[src/rtl/mem_port_arbiter.sv]
// mem_port_arbiter: shares one single-port memory between the fetch (F) and
// data (M) pipeline stages. Each access runs through a req/ready handshake,
// and stallF/stallM are held until that stage's access completes.
// Optional feature macro: ARB_IFETCH_BUF_EN adds a one-entry fetch buffer
// that answers repeated fetches of the same word without a memory access.
module mem_port_arbiter #(
   parameter int DPRIO = 1
) (
   input  logic        clk,
   input  logic        reset,
   input  logic        i_req,
   input  logic [31:0] i_addr,
   output logic [31:0] i_rdata,
   output logic        i_valid,
   input  logic        d_req,
   input  logic [31:0] d_addr,
   input  logic [31:0] d_wdata,
   input  logic [1:0]  d_memwrite,
   output logic [31:0] d_rdata,
   output logic        d_valid,
   output logic        stallF,
   output logic        stallM,
   output logic        m_req,
   output logic [31:0] m_addr,
   output logic        m_we,
   output logic [3:0]  m_be,
   output logic [31:0] m_wdata,
   input  logic [31:0] m_rdata,
   input  logic        m_ready
);

   typedef enum logic [1:0] {IDLE, DACC, IACC} arbState_t;

   arbState_t   state;
   logic        iValidQ;
   logic        dValidQ;
   logic [31:0] iRdataQ;
   logic [31:0] dRdataQ;
   logic        iElig;
   logic        dElig;
   logic        pickD;
   logic        pickI;
   logic        dWe;
   logic [3:0]  dBe;
   logic [31:0] dWdata;
   logic        unusedOk;

   // Fetch addresses are always word aligned on the memory side.
   assign unusedOk = &{1'b0, i_addr[1:0]};

`ifdef ARB_IFETCH_BUF_EN
   logic [29:0] bufTag;
   logic [31:0] bufData;
   logic        bufValid;
   logic        iHit;

   // A hit answers the fetch in the same cycle regardless of FSM state.
   assign iHit    = i_req & bufValid & (i_addr[31:2] == bufTag);
   assign i_valid = iValidQ | iHit;
   assign i_rdata = iHit ? bufData : iRdataQ;

   // Fill the buffer on every fetch completion; drop it when a store hits the buffered word.
   always_ff @(posedge clk or posedge reset) begin
      if (reset) begin
         bufTag   <= '0;
         bufData  <= '0;
         bufValid <= 1'b0;
      end else if (state == IACC && m_ready) begin
         bufTag   <= m_addr[31:2];
         bufData  <= m_rdata;
         bufValid <= 1'b1;
      end else if (state == DACC && m_ready && m_we && (m_addr[31:2] == bufTag)) begin
         bufValid <= 1'b0;
      end
   end
`else
   assign i_valid = iValidQ;
   assign i_rdata = iRdataQ;
`endif

   assign d_valid = dValidQ;
   assign d_rdata = dRdataQ;
   assign stallF  = i_req & ~i_valid;
   assign stallM  = d_req & ~d_valid;

   // A request seen during its own valid cycle is the one just served, so it is not eligible.
   always_comb begin
      iElig = i_req & ~i_valid;
      dElig = d_req & ~d_valid;
      pickD = dElig & (~iElig | (DPRIO != 0));
      pickI = iElig & ~pickD;
   end

   // Translate the memwrite code into write strobe, little-endian lanes and replicated data.
   always_comb begin
      dWe    = 1'b0;
      dBe    = 4'b1111;
      dWdata = d_wdata;
      case (d_memwrite)
         2'b01: begin
            dWe = 1'b1;
         end
         2'b10: begin
            dWe    = 1'b1;
            dBe    = d_addr[1] ? 4'b1100 : 4'b0011;
            dWdata = {2{d_wdata[15:0]}};
         end
         2'b11: begin
            dWe    = 1'b1;
            dBe    = 4'b0001 << d_addr[1:0];
            dWdata = {4{d_wdata[7:0]}};
         end
         default: begin
            dWe = 1'b0;
         end
      endcase
   end

   // Arbitration FSM: latch the winner's access fields, hold them until m_ready, then pulse valid.
   always_ff @(posedge clk or posedge reset) begin
      if (reset) begin
         state   <= IDLE;
         m_req   <= 1'b0;
         m_we    <= 1'b0;
         m_be    <= 4'b0000;
         m_addr  <= '0;
         m_wdata <= '0;
         iValidQ <= 1'b0;
         dValidQ <= 1'b0;
         iRdataQ <= '0;
         dRdataQ <= '0;
      end else begin
         iValidQ <= 1'b0;
         dValidQ <= 1'b0;
         case (state)
            IDLE: begin
               if (pickD) begin
                  state   <= DACC;
                  m_req   <= 1'b1;
                  m_addr  <= {d_addr[31:2], 2'b00};
                  m_we    <= dWe;
                  m_be    <= dBe;
                  m_wdata <= dWdata;
               end else if (pickI) begin
                  state   <= IACC;
                  m_req   <= 1'b1;
                  m_addr  <= {i_addr[31:2], 2'b00};
                  m_we    <= 1'b0;
                  m_be    <= 4'b1111;
                  m_wdata <= '0;
               end
            end
            DACC: begin
               if (m_ready) begin
                  state   <= IDLE;
                  m_req   <= 1'b0;
                  m_we    <= 1'b0;
                  dRdataQ <= m_rdata;
                  dValidQ <= 1'b1;
               end
            end
            IACC: begin
               if (m_ready) begin
                  state   <= IDLE;
                  m_req   <= 1'b0;
                  m_we    <= 1'b0;
                  iRdataQ <= m_rdata;
                  iValidQ <= 1'b1;
               end
            end
            default: begin
               state <= IDLE;
               m_req <= 1'b0;
            end
         endcase
      end
   end

endmodule

[config.mk]
export PLATFORM = sky130hd
export DESIGN_NAME = mem_port_arbiter
export DESIGN_NICKNAME = d
export VERILOG_FILES = /design/src/rtl/mem_port_arbiter.sv
export SDC_FILE = /design/constraint.sdc
export NUM_CORES = 1
export LEC_CHECK = 0
export BUFFER_PORTS_ARGS = -buffer_cell sky130_fd_sc_hd__buf_2
export CAP_MARGIN = 20
export CORE_MARGIN = 2
export CORE_UTILIZATION = 52
export CTS_BUF_LIST = sky130_fd_sc_hd__clkbuf_4
export CTS_CLUSTER_SIZE = 10
export DETAILED_ROUTE_END_ITERATION = 12
export GPL_ROUTABILITY_DRIVEN = 0
export HOLD_SLACK_MARGIN = 0.06
export PLACE_DENSITY = 0.92
export SLEW_MARGIN = 25
export SYNTH_ARGS = -nofsm -noshare
export SYNTH_HDL_FRONTEND = slang
export SYNTH_SLANG_ARGS = --single-unit
export TNS_END_PERCENT = 20
[constraint.sdc]
create_clock -name clk -period 13.9 [get_ports clk]
set_input_delay 2.78 -clock clk [delete_from_list [all_inputs] [get_ports clk]]
set_output_delay 2.78 -clock clk [all_outputs]
set_load 0.02 [all_outputs]
== Word level (Yosys, flattened, before mapping) ==
Index checks and enable logic that the tools add are counted.

* Bits in read-only memories: 0
* Bits in registers: 138
* Bits in latches: 0
* Word-level logic and storage cells: 58
* Memories kept: 0
* Memory bits (writable): 0
* Bits of input ports: 135
* Output and inout port bits: 138

* Multipliers: 0
* Shift operators: 1
* $lt $le $gt $ge: 0
* Reductions and logical operators: 10
* Muxes and demuxes: 24
* Div/mod/pow operators: 0
* Bitwise gates (word level): 6
* Add/subtract/negate cells: 0
* Equality and inequality tests: 7

{| class="wikitable"
|+ Operator list
! cell !! count
|-
| $mux W32 || 4
|-
| $pmux W32 S2 || 1
|-
| $mux W4 || 3
|-
| $mux W1 || 9
|-
| $pmux W4 S2 || 1
|-
| $reduce_and A2 Y1 || 4
|-
| $eq A2 B2 Y1 const B || 3
|-
| $mux W2 || 3
|-
| $eq A2 B1 Y1 const B || 2
|-
| $pmux W1 S2 || 2
|-
| $pmux W2 S2 || 1
|-
| $reduce_bool A2 Y1 || 2
|-
| $shl A1 B2 Y4 const A || 1
|-
| $and A1 B1 Y1 || 3
|-
| $ne A3 B3 Y1 const B || 1
|-
| $not A1 Y1 || 3
|-
| $reduce_and A3 Y1 || 1
|-
| $reduce_or A3 Y1 || 1
|-
| $logic_not A2 Y1 || 1
|-
| $ne A2 B1 Y1 const B || 1
|-
| $reduce_or A2 Y1 || 1
|}

== Longest topological paths before layout ==
Gate-level depths: netlist (run 1).

* Depth in word-level cells: 7
* Mapped depth: 7
* Depth with buffers taken out: 5

== Least setup slack after synthesis (run 1) ==
Ideal clock, no wire load.

* Path kind: input-to-output
* Start: input port i_req
* End: output port stallF
* Arrival: 3.072 ns
* Setup slack: 8.048 ns
* Required time: 11.120 ns
* Stages on the path: 2
* Buffers on the path: 0
* Cell sequence: nand2b_1 > inv_1

* Longest elaborated chain between the ends: 1

{| class="wikitable"
|+ RTL lines
! what !! line !! source
|-
| from (decl) || 11 || <nowiki>input logic i_req,</nowiki>
|-
| $and A1 B1 Y1 || 83 || <nowiki>assign stallF = i_req & ~i_valid;</nowiki>
|-
| to (decl) || 21 || <nowiki>output logic stallF,</nowiki>
|}

Every way passes these cells.

== Worst setup path after layout (run 1) ==
* Start: input port d_req
* End: output port stallM

* Longest elaborated chain between the ends: 1

{| class="wikitable"
|+ RTL lines
! what !! line !! source
|-
| from (decl) || 15 || <nowiki>input logic d_req,</nowiki>
|-
| $and A1 B1 Y1 || 84 || <nowiki>assign stallM = d_req & ~d_valid;</nowiki>
|-
| to (decl) || 22 || <nowiki>output logic stallM,</nowiki>
|}

Every way passes these cells.

==> metrics.md, run 1 <==
| Metric | Value |
|---|---|
| Status | `finished, final reports clean` |
| Critical path startpoint category | `input port` |
| EDFF count, synth | `0` |
| Final setup fails | `0` |
| Leak | `3.99 nW` |
| Hold_buf cts | `0` |
| Tmin final | `6.42 ns` |
| Cells after Synth | `416` |
| Final period util | `0.462` |
| Pins Over Slew Limit | `0` |
| Post-synth ARST share | `1.00` |
| Worst-Skew Late Latency | `0.54 ns` |
| # port buffers | `268` |
| Adder-cell share of the synthesized area | `0.00626` |
| CP required | `11.12 ns` |
| Post-synthesis sequential area ratio | `0.567` |
| WS Path Type | `input port to output port` |
| Syn avg cell area | `14.4 um^2` |
| DP HPWL | `11.3 mm` |
| Starting density of the core | `0.530` |
| H-tree depth | `4` |
| Most used DFF post-synth | `dfrtp_1` |
| Die W | `111 um` |
| Net count, final | `819` |
| Fmax | `156 MHz` |
| Fill cell count | `797` |
| Synth top cells by count | `136 x dfrtp_1, 115 x mux2_2, 28 x mux2i_1` |
| CP max FO | `43` |
| Post-CTS Setup Repair Bufs | `0` |
| Number of global-route vias before repair | `4,755` |
| Clock Sinks | `136` |
| DP Cell Count | `805` |
| Reg clk slew, reported paths | `0.11 ns` |
| Rows | `39` |
| Final Hold Slack | `0.499 ns` |
| Synth cell types | `29` |
| Area leader, netlist | `dfrtp_1` |
| DR iter-0 viols | `379` |
| Via density | `5.28` |
| Final hold vios | `0` |
| Sum Neg Setup Slack | `0 ns` |
| Largest net degree at the start of global routing | `72` |
| Antenna viol nets, final | `0` |
| Max Cap Viol | `0` |
| Vias | `4,422` |
| Synth Area in XOR/XNOR | `0` |
| Initial antenna violation count | `1` |
| Routed len/inst | `18.1 um` |
| Grt ovf | `0` |
| Drt total wl | `15.2 mm` |
| CP endpoint kind | `output port` |
| Drt drc | `0` |
| Max VDD drop | `0.000175 V` |
| Synthesized area | `6000 um^2` |
| IO Pins | `273` |
| Main combinational cell family by area after synthesis | `multiplexers` |
| Synth area leaders | `dfrtp_1 57%, mux2_2 22%, mux2i_1 4.7%` |
| WP data arrival | `3.64 ns` |
| Die Area | `12,400 um^2` |
| First-pass GRT wire length | `24.0 mm` |
| Post-CTS sizing | `0` |
| Fraction of the mapped netlist area in simple logic gates | `0.0225` |
| Synth-to-Final Area Change | `27.9%` |
| CTS tree | `built` |
| Share of the synthesized area in the top cell type | `0.567` |
| Most common cell in the netlist | `dfrtp_1` |
| RSZ-0062 raised after global routing | `false` |
| Die Y | `111 um` |
| Antenna cell count | `0` |
| Iteration count of the initial detailed-routing pass | `4` |
| Cts bufs inserted | `17` |
| Compound-Gate Fraction of Synth Area | `0.0580` |
| PwrDens | `239 nW/um^2` |
| Post-synthesis mux area share | `0.302` |
| Max Root-Sink Buffers | `2` |
| CTS root buffer | `clkbuf_4` |
| Tightest Pin Transition | `0.896 ns` |
| Flops & latches, synth | `136` |
| CORE AREA | `11,300 um^2` |
| YS warnings | `0` |
| Slew margin rel. | `0.402` |
| Post-Layout Cell Count | `837` |
| Share of layout cells above drive strength 1 | `0.625` |
| GRT Total Usage | `0.249` |
| Clock Skew | `0.0142 ns` |
| Hold Path Class | `register to register` |
through the flow:
stage	setup slack [ns]	total power [W]	instance area [um^2]	utilization
after floorplan	7.48	0.00127	6000	-
after global placement	7.52	0.00151	7350	0.649
after detailed placement	7.48	0.00155	7350	0.649
after CTS	7.47	0.00184	7670	0.678
after global routing	7.41	0.00192	7670	0.678
final	7.48	0.00183	7670	0.678
cell type report:
class | instances | area, um^2 | share of cell area
flip-flops and latches | 136 | 3400 | 0.444
repair buffers | 272 | 1370 | 0.179
clock buffers | 19 | 143 | 0.0186
well taps | 143 | 179 | 0.0233
multi-input cells | 240 | 2340 | 0.305
clock inverters | 13 | 179 | 0.0233
inverters | 14 | 57.6 | 0.00750
metal layers:
layer  track usage  share of wire  wire length (um)  up-vias
met5             0        0.00099                15        -
met2         0.417           0.50              7650      233
met3        0.0827          0.083              1250       39
met1         0.290           0.38              5770     2138
li1              -              -                 -     2010
met4         0.123          0.031               474        2
cell usage in the layout, fill, tap and decap left out:
cell        count
buf_2         268
dfrtp_1       136
mux2_2        115
mux2i_1        28
clkbuf_4       19
a22o_1         17
nor2_1         17
a21oi_1        14
inv_1          12
mux2_4         12
o2bb2ai_1       8
mux2_1          5
nand2_1         5
bufinv_16       4
buf_4           4
ha_1            3
clkinv_2        3
clkinvlp_4      3
inv_4           2
nand2b_1        2
nor2b_1         2
o21ai_0         2
conb_1          2
clkinv_4        2
nand2b_4        1
o21ai_4         1
o22ai_1         1
and2_1          1
a311oi_1        1
o2111ai_1       1
o22a_1          1
nand3b_1        1
clkinv_1        1
power breakdown:
group          switching [W]  leakage (nW)  internal, W
Clock               0.000146         0.166     0.000145
Combinational       0.000492          2.19     0.000363
Sequential          0.000101          1.64     0.000585
Total               0.000739          3.99      0.00109
sequential cells by signal, summed over array words and instances, names as in the netlist:
register,count
d_rdata,32
i_rdata,32
m_wdata,32
m_addr,30
m_be,4
state,2
d_valid,1
i_valid,1
m_req,1
m_we,1
worst max-delay path, stage by stage:
cell and delay, ns:
buf_2 0.12, nand2b_4 0.45, inv_4 0.09, buf_2 0.19
kinds of logic (layout without fill, tap and decap cells):
group | after synthesis | after routing
fa+ha+maj | 3 | 3
mux | 160 | 160
simple gates | 29 | 29
other cells | 1 | 2
flops | 136 | 136
compound gates | 46 | 46
buf+inv | 41 | 318
path summary, 6_finish.rpt:
kind | from | to | slack (ns) | depth (start not counted)
worst max-delay path | d_req | stallM | 7.48 | 4
worst min-delay path | m_wdata[10] | m_wdata[10] | 0.50 | 1
worst max register to register | d_valid | m_addr[7] | 11.47 | 5
worst min register to register | m_wdata[10] | m_wdata[10] | 0.50 | 1
max in group asynchronous | reset | i_rdata[21] | 10.08 | 3
min in group asynchronous | reset | d_rdata[16] | 2.38 | 2
(Power assumes the default switching activity.)
==> run 2: changes to the inputs <==
--- a/config.mk
+++ b/config.mk
@@ -8,13 +8,13 @@
 export BUFFER_PORTS_ARGS = -buffer_cell sky130_fd_sc_hd__buf_2
 export CAP_MARGIN = 20
 export CORE_MARGIN = 2
-export CORE_UTILIZATION = 52
+export CORE_UTILIZATION = 49
 export CTS_BUF_LIST = sky130_fd_sc_hd__clkbuf_4
 export CTS_CLUSTER_SIZE = 10
 export DETAILED_ROUTE_END_ITERATION = 12
 export GPL_ROUTABILITY_DRIVEN = 0
 export HOLD_SLACK_MARGIN = 0.06
-export PLACE_DENSITY = 0.92
+export PLACE_DENSITY = 0.88
 export SLEW_MARGIN = 25
 export SYNTH_ARGS = -nofsm -noshare
 export SYNTH_HDL_FRONTEND = slang
==> constraint.sdc (replaced) <==
create_clock -name clk -period 6.1 [get_ports clk]
set_input_delay 1.22 -clock clk [delete_from_list [all_inputs] [get_ports clk]]
set_output_delay 1.22 -clock clk [all_outputs]
set_load 0.02 [all_outputs]
==> metrics.md, run 2 (synthesis results as in run 1) <==
| Metric | Value |
|---|---|
| Net count, final | `819 (unchanged)` |
| GRT Total Usage | `0.229 (was 0.249)` |
| DR iter-0 viols | `232 (was 379)` |
| Power Internal | `0.00244 W (was 0.00109 W)` |
| Die Y | `115 um (was 111 um)` |
| Hold Path Class | `register to register (unchanged)` |
| Pins Over Slew Limit | `0 (unchanged)` |
| CP endpoint kind | `output port (unchanged)` |
| Slew margin rel. | `0.448 (was 0.402)` |
| CP max FO | `43 (unchanged)` |
| WS Path Type | `input port to output port (unchanged)` |
| CORE AREA | `12,000 um^2 (was 11,300 um^2)` |
| Hold Path End | `m_wdata[10] (unchanged)` |
| Worst-Skew Late Latency | `0.53 ns (was 0.54 ns)` |
| First-pass GRT wire length | `23.0 mm (was 24.0 mm)` |
| Psw | `0.00167 W (was 0.000739 W)` |
| Final setup fails | `0 (unchanged)` |
| Sum Neg Setup Slack | `0 ns (unchanged)` |
| Drt total wl | `14.7 mm (was 15.2 mm)` |
| Iteration count of the initial detailed-routing pass | `4 (unchanged)` |
| Critical path startpoint category | `input port (unchanged)` |
| Final hold vios | `0 (unchanged)` |
| Max Cap Viol | `0 (unchanged)` |
| Die W | `115 um (was 111 um)` |
| Fin util | `0.639 (was 0.678)` |
| HP Start | `m_wdata[10] (unchanged)` |
| Drt drc | `0 (unchanged)` |
| Routed len/inst | `17.5 um (was 18.1 um)` |
| CTS tree | `built (unchanged)` |
| Largest net degree at the start of global routing | `70 (was 72)` |
| Most frequent cells in the layout | `268 x buf_2, 136 x dfrtp_1, 115 x mux2_2 (unchanged)` |
| Hold_buf cts | `0 (unchanged)` |
| Register-to-register setup slack | `3.35 ns (was 11.47 ns)` |
| # port buffers | `268 (unchanged)` |
| Tmin final | `3.33 ns` |
| Max VDD drop | `0.000342 V (was 0.000175 V)` |
| Post-CTS sizing | `0 (unchanged)` |
| Die Area | `13,100 um^2 (was 12,400 um^2)` |
| CTS root buffer | `clkbuf_4 (unchanged)` |
| Initial antenna violation count | `1 (unchanged)` |
| Clk pwr share | `0.146 (was 0.159)` |
| Final period util | `0.545` |
| Most common cell after layout, fill and taps aside | `buf_2 (unchanged)` |
| Share of layout cells above drive strength 1 | `0.621 (was 0.625)` |
| Post-CTS Setup Repair Bufs | `0 (unchanged)` |
| Antenna viol nets, final | `0 (unchanged)` |
| CP required | `4.88 ns (was 11.12 ns)` |
| Clock Skew | `0.00882 ns (was 0.0142 ns)` |
| Sequential power share | `0.380 (was 0.374)` |
| IO Pins | `273 (unchanged)` |
| Grt ovf | `0 (unchanged)` |
| Rows | `40 (was 39)` |
| Status | `finished, final reports clean (unchanged)` |
| Vias | `4,441 (was 4,422)` |
| Max Root-Sink Buffers | `2 (unchanged)` |
| WP data arrival | `2.11 ns (was 3.64 ns)` |
| Leak | `3.97 nW (was 3.99 nW)` |
| DP HPWL | `10.9 mm (was 11.3 mm)` |
| Fmax | `301 MHz` |
| Synth-to-Final Area Change | `27.5% (was 27.9%)` |
| Finished layout cell area | `7640 um^2 (was 7670 um^2)` |
| Hold path cells | `1 (unchanged)` |
| Total power | `0.00410 W (was 0.00183 W)` |
| Reg clk slew, reported paths | `0.11 ns (about the same)` |
| R2R depth | `5 (unchanged)` |
| Tightest Pin Transition | `0.829 ns (was 0.896 ns)` |
| H-tree depth | `4 (unchanged)` |
| Clock Sinks | `136 (unchanged)` |
| RSZ-0062 raised after global routing | `false (unchanged)` |
| Placed inst area | `7360 um^2 (was 7350 um^2)` |
| Cts bufs inserted | `17 (unchanged)` |
| Combinational fraction of design power | `0.475 (was 0.467)` |
| Via density | `5.27 (was 5.28)` |
| RR Endpoint | `m_wdata[23] (was m_addr[7])` |
| Number of global-route vias before repair | `4,676 (was 4,755)` |
| PwrDens | `537 nW/um^2 (was 239 nW/um^2)` |
| Worst r2r src | `d_valid (unchanged)` |
| Net Sw Frac | `0.406 (was 0.403)` |
| Starting density of the core | `0.501 (was 0.530)` |
-- run 2: changes by cell type in the layout (fill, tap and decap cells not counted), sizes merged --
cell and delta:
inv +1, diode +1, clkinv +1, bufinv -1, clkinvlp +1, clkbuf -2
-- run 2: critical path, cell delays in order --
cell and delay [ns]:
buf_2 0.12, nand2b_4 0.45, inv_4 0.11, buf_2 0.20
-- run 2: power groups by stage --
stage	clock network [W]	registers (W)	logic, W
after floorplan	0	0.00209	0.000811
after CTS	0.000617	0.00156	0.00197
after detailed placement	0	0.00157	0.00196
after global routing	0.000655	0.00161	0.00208
final	0.000597	0.00156	0.00195
after global placement	0	0.00154	0.00191
-- run 2: cell type report --
class	count	area, um^2
Timing Repair Buffer	272	1370
Multi-Input combinational cell	240	2340
Sequential cell	136	3400
Inverter	14	57.6
Tap cell	147	184
Clock buffer	17	128
Clock inverter	15	159
Fill cell	898	4320
Antenna cell	1	2.50
-- run 2: worst max-delay path by stage --
stage,from,end,depth (start not counted)
after floorplan,reset,d_rdata[0],1
after global placement,d_req,m_wdata[22],6
after detailed placement,d_req,m_wdata[22],6
after CTS,d_req,stallM,4
after global routing,d_req,stallM,4
final,d_req,stallM,4
-- run 2: metrics by stage --
stage	std cells	hold slack [ns]	setup WS, ns
6_report	842	0.497	2.77
5_1_grt	841	0.527	2.72
4_1_cts	841	0.499	2.77
3_5_place_dp	809	0.469	2.41
3_3_place_gp	809	0.470	2.49
2_1_floorplan	417	0.503	1.24
-- run 2: layer usage --
metal	vias to the layer above	GRT usage	wire length, um
met1	2213	0.251	5560
met4	0	0.0976	302
met5	-	0	0
li1	2007	-	-
met3	25	0.0799	1230
met2	196	0.402	7660
